### src/rtl/fft_sm_sample_loader.sv
// Sweeps the FFT initial-sample LUT and streams each sample with its index over valid/ready.
// Define FFT_SM_LOADER_BITREV_EN to fetch samples in bit-reversed address order.
module fft_sm_sample_loader #(
    parameter int N_LOG2 = 8,
    parameter int ADDR_W = 10,
    parameter int DATA_W = 32
) (
    input  logic              clk,
    input  logic              rst,
    input  logic              start,
    output logic              busy,
    output logic              done,
    output logic [ADDR_W-1:0] lut_n,
    input  logic [DATA_W-1:0] lut_x_re,
    output logic              out_valid,
    input  logic              out_ready,
    output logic [DATA_W-1:0] out_data,
    output logic [N_LOG2-1:0] out_idx,
    output logic              out_last
);

    localparam logic [1:0] ST_IDLE  = 2'd0;
    localparam logic [1:0] ST_RUN   = 2'd1;
    localparam logic [1:0] ST_DRAIN = 2'd2;
    localparam logic [1:0] ST_DONE  = 2'd3;

    localparam logic [N_LOG2-1:0] LAST_IDX = '1;

    // Sequence number k -> LUT address; only the low N_LOG2 bits are ever set.
    function automatic logic [ADDR_W-1:0] addr_of(input logic [N_LOG2-1:0] k);
        logic [ADDR_W-1:0] a;
        a = '0;
`ifdef FFT_SM_LOADER_BITREV_EN
        for (int i = 0; i < N_LOG2; i++) begin
            a[i] = k[N_LOG2-1-i];
        end
`else
        a[N_LOG2-1:0] = k;
`endif
        return a;
    endfunction

    logic [1:0]        state_q, state_d;
    logic [N_LOG2-1:0] cnt_q, cnt_d;
    logic [ADDR_W-1:0] lut_n_q, lut_n_d;
    logic              busy_q, busy_d;
    logic              done_q, done_d;
    logic              valid_q, valid_d;
    logic [DATA_W-1:0] data_q, data_d;
    logic [N_LOG2-1:0] idx_q, idx_d;
    logic              last_q, last_d;
    logic              load;

    // The output register can take a new sample when empty or being drained this cycle.
    assign load = !valid_q || out_ready;

    always_comb begin
        // NOTE: every variable gets a default first so no path can infer a latch.
        state_d = state_q;
        cnt_d   = cnt_q;
        lut_n_d = lut_n_q;
        busy_d  = busy_q;
        done_d  = 1'b0;
        valid_d = valid_q;
        data_d  = data_q;
        idx_d   = idx_q;
        last_d  = last_q;

        case (state_q)
            ST_IDLE, ST_DONE: begin
                if (state_q == ST_DONE) begin
                    lut_n_d = '0;
                    state_d = ST_IDLE;
                end
                if (start) begin
                    state_d = ST_RUN;
                    cnt_d   = '0;
                    lut_n_d = addr_of('0);
                    busy_d  = 1'b1;
                end
            end
            ST_RUN: begin
                if (load) begin
                    data_d  = lut_x_re;
                    idx_d   = cnt_q;
                    last_d  = (cnt_q == LAST_IDX);
                    valid_d = 1'b1;
                    if (cnt_q == LAST_IDX) begin
                        state_d = ST_DRAIN;
                    end else begin
                        cnt_d   = cnt_q + N_LOG2'(1);
                        lut_n_d = addr_of(cnt_q + N_LOG2'(1));
                    end
                end
            end
            ST_DRAIN: begin
                // out_valid is always high here, so out_ready alone marks the final handshake.
                if (out_ready) begin
                    valid_d = 1'b0;
                    last_d  = 1'b0;
                    busy_d  = 1'b0;
                    done_d  = 1'b1;
                    state_d = ST_DONE;
                end
            end
            default: begin
                state_d = ST_IDLE;
            end
        endcase
    end

    // NOTE: sequential state uses non-blocking assignments only, so every register samples pre-edge values.
    always_ff @(posedge clk) begin
        if (rst) begin
            state_q <= ST_IDLE;
            cnt_q   <= '0;
            lut_n_q <= '0;
            busy_q  <= 1'b0;
            done_q  <= 1'b0;
            valid_q <= 1'b0;
            data_q  <= '0;
            idx_q   <= '0;
            last_q  <= 1'b0;
        end else begin
            state_q <= state_d;
            cnt_q   <= cnt_d;
            lut_n_q <= lut_n_d;
            busy_q  <= busy_d;
            done_q  <= done_d;
            valid_q <= valid_d;
            data_q  <= data_d;
            idx_q   <= idx_d;
            last_q  <= last_d;
        end
    end

    assign busy      = busy_q;
    assign done      = done_q;
    assign lut_n     = lut_n_q;
    assign out_valid = valid_q;
    assign out_data  = data_q;
    assign out_idx   = idx_q;
    assign out_last  = last_q;

endmodule

### config.mk
export PLATFORM = sky130hd
export DESIGN_NAME = fft_sm_sample_loader
export DESIGN_NICKNAME = d
export VERILOG_FILES = /design/src/rtl/fft_sm_sample_loader.sv
export SDC_FILE = /design/constraint.sdc
export NUM_CORES = 1
export LEC_CHECK = 0
export ABC_AREA = 1
export CAP_MARGIN = 20
export CORE_MARGIN = 10
export CORE_UTILIZATION = 41
export CTS_BUF_LIST = sky130_fd_sc_hd__clkbuf_4
export DETAILED_ROUTE_END_ITERATION = 10
export PLACE_DENSITY = 0.77
export SYNTH_ARGS = -nofsm -noshare
export SYNTH_HDL_FRONTEND = slang
export SYNTH_SLANG_ARGS = --single-unit
export TNS_END_PERCENT = 1
### constraint.sdc
create_clock -name clk -period 1.6 [get_ports clk]
set_input_delay 0.24 -clock clk [delete_from_list [all_inputs] [get_ports clk]]
set_output_delay 0.24 -clock clk [all_outputs]
set_load 0.02 [all_outputs]
==> out/metrics.cfg <==
[yosys]
ys_dominant_reg_cell = dfxtp_1
ys_ff_latch = 62
yosysTopAreaCell = dfxtp_1
synthArstFlopShare_pct = 0
yosysSeqAreaShare_pct = 49.2
postSynthAreaPerCell_um2 = 7.16
yosysMostFrequentCell = nor2_1
yosys-top-cells-count = nor2_1 (112), dfxtp_1 (62), nand2_1 (52), o21ai_0 (41), inv_1 (22)
yosysUniqueCellTypes = 21
synth_edf_count = 0
synth_cells = 352
synth_top_area_share_pct = 49.2
ys.warnings.count = 0
synthesis.area_mm2 = 0.00252
synth.area.top_cells = dfxtp_1 (49%), nor2_1 (17%), o21ai_0 (8.1%)

[worst_setup_path]
r2r_end = cnt_q[3]$_SDFFE_PP0P_
worstSetupPathDepth = 1
r2r-start = state_q[0]$_SDFFE_PP0P_
worst-path-max-fanout = 1
cp_slowest_cell = clkdlybuf4s50_1
crit_chain = clkdlybuf4s50_1
reg2reg_depth = 10
cp_slowest_stage_delay_ps = 590
crit_type = flop to output pin
endpoint = done
reg2reg_slack_ps = 40
critPathCaptureType = output pin
cp_top_family = buffers and inverters
worstSetupStartpointType = flop
crit_arrival_ps = 1320
cp_num_buf_inv = 1
crit_start = done$_SDFF_PP0_
crit_required_ps = 1360

[min_path]
hold_class = input port to flop
hp-start = lut_x_re[0]

[sta]
clock_skew_ps = 17.8
finalSetupViolations = 0
max_freq_mhz = 642
period_minus_slack_ps = 1560
hold_viol = 0
fin_crit_sh_pct = 97.3
drv_slew = 0
worst_slack_ps = 42.9
rsz0062_at_grt = yes

[clock_network]
clkLatencyLatePin_ps = 410
cts_root_buf = clkbuf_4
cts_made_buffers = 9
cts_tree = built
clk_pin_slew_ps = 120
htreeDepth = 3
ctsLongestPathBuffers = 2
cts_sinks = 62

[layout]
regArea_mm2 = 0.00124
multi_input_area_mm2 = 0.00114
antennaDiodeCount = 0
fin_area_mm2 = 0.00377
final_nets = 497
stdcell_count = 537
fillers = 561
drive_gt1_share_pct = 11.3
utilization_pct = 63.3
area_growth_pct = 49.6

[pwr]
power.density_mw_per_mm2 = 1950
finalPower_mw = 7.36
vdd_ir_drop_max_v = 0.000861
p_leak_nw = 1.83

[floorplanning]
initial_utilization_pct = 42.3
placementRows = 28
fp.dieH_um = 98.4
io_pins = 90
die_x_um = 98.4
dieArea_mm2 = 0.00969
core_area_mm2 = 0.00596

[drt]
ant_nets = 0
detail_route.wl_per_cell_um = 13.1
first_iter_violations = 83
wl_um = 7020
drt_pass1_iterations = 4
remaining_drc_errors = 0
routed-via-count = 2578
vias_per_cell = 4.80

[global_route]
grt_max_degree = 35
track_usage_pct = 14.1
grt_pass1_vias = 2408
antenna_found_initial = 0
grt_pass1_wl_um = 11500
grt_overflow = 0

[placement]
place_area_mm2 = 0.00358
place_congestion = 0.869
dpl.cell_count = 516
hpwl_um = 5020
pre_cts_slack_ps = -30.6
port_buffers = 87

[outcome]
status = complete, no violations

[run]
max_cap_violations = 0

flip-flops by register name, summed over array words and instances (netlist names):
| register | count |
|---|---|
| busy | 1 |
| out_last | 1 |
| cnt_q | 8 |
| state_q | 2 |
| done | 1 |
| lut_n | 8 |
| out_idx | 8 |
| out_data | 32 |
| out_valid | 1 |
layer usage:
metal	up-vias	GRT usage, %	share of wire, %
li1	1314	-	-
met1	1162	17.8	47
met2	89	21.2	43
met3	13	4.68	7.7
met4	0	6.62	2.0
met5	-	0	0
where the power goes:
group / switching (mW) / internal [mW]
clock: 0.578 / 0.622
combinational: 2.26 / 1.52
sequential: 0.271 / 2.10
how the worst min path moves through the flow:
stage                               end  cells past startpoint
4_1_cts        out_data[0]$_SDFFE_PP0P_                      3
6_report       out_data[0]$_SDFFE_PP0P_                      3
5_1_grt        out_data[5]$_SDFFE_PP0P_                      3
3_5_place_dp          busy$_SDFFE_PP0P_                      2
3_3_place_gp          busy$_SDFFE_PP0P_                      2
2_1_floorplan         busy$_SDFFE_PP0P_                      1
metrics by stage:
step,hold slack (ps),setup TNS (ps)
finish,435,0
global route,445,-662
CTS,419,0
detailed placement,461,-55.1
global placement,448,0
floorplan,309,0
cells in the final DEF (no fill, tap or decap):
cell             netlist  final
a211oi_1               1      1
a21oi_1               16     16
a2bb2oi_1              1      1
buf_12                 0      5
buf_4                  4     18
bufinv_16              0      2
clkbuf_4               0      9
clkdlybuf4s50_1        0     36
clkinv_1               0      1
clkinv_2               0      2
clkinvlp_4             0      2
conb_1                 1      2
dfxtp_1               62     61
dfxtp_2                0      1
dlygate4sd2_1          0     50
dlymetal6s2s_1         0      1
ha_1                   4      4
inv_1                 22     21
inv_2                  2      3
nand2_1               52     51
nand2_2                3      2
nand2_4                1      1
nand2_8                0      2
nand3_1               14     12
nand3_2                0      2
nand3b_1               1      1
nor2_1               112    109
nor2_2                 0      3
nor3_1                 1      1
o21a_1                 1      1
o21ai_0               41     41
logic make-up (layout without fill, tap and decap cells):
logic type                 count (synthesis)  after routing  share of synthesized area (%)
adders and majority gates                  4              4                           1.99
AOI/OAI and AO/OA                         60             60                           12.3
and+or+nand+nor                          184            184                           28.9
other                                      1              2                          0.149
buffers and inverters                     41            150                           7.49
DFF                                       62             62                           49.2
area by class of cell:
cell class              count  share of cell area, %
clock buffers               9                   1.79
multi-input cells         250                   30.3
well taps                  75                   2.49
clock inverters             7                   2.36
inverters                  24                   2.39
repair buffers            110                   27.7
flip-flops and latches     62                   32.9
repair_timing:
item	4_1_cts	5_1_grt
setup buffers	0	5
hold buffers	0	0
pin swaps	0	2
gates resized for setup	51	12
gates cloned	0	0
setup endpoints to repair	51	17
Note: power is estimated with default switching activity, not from simulation.
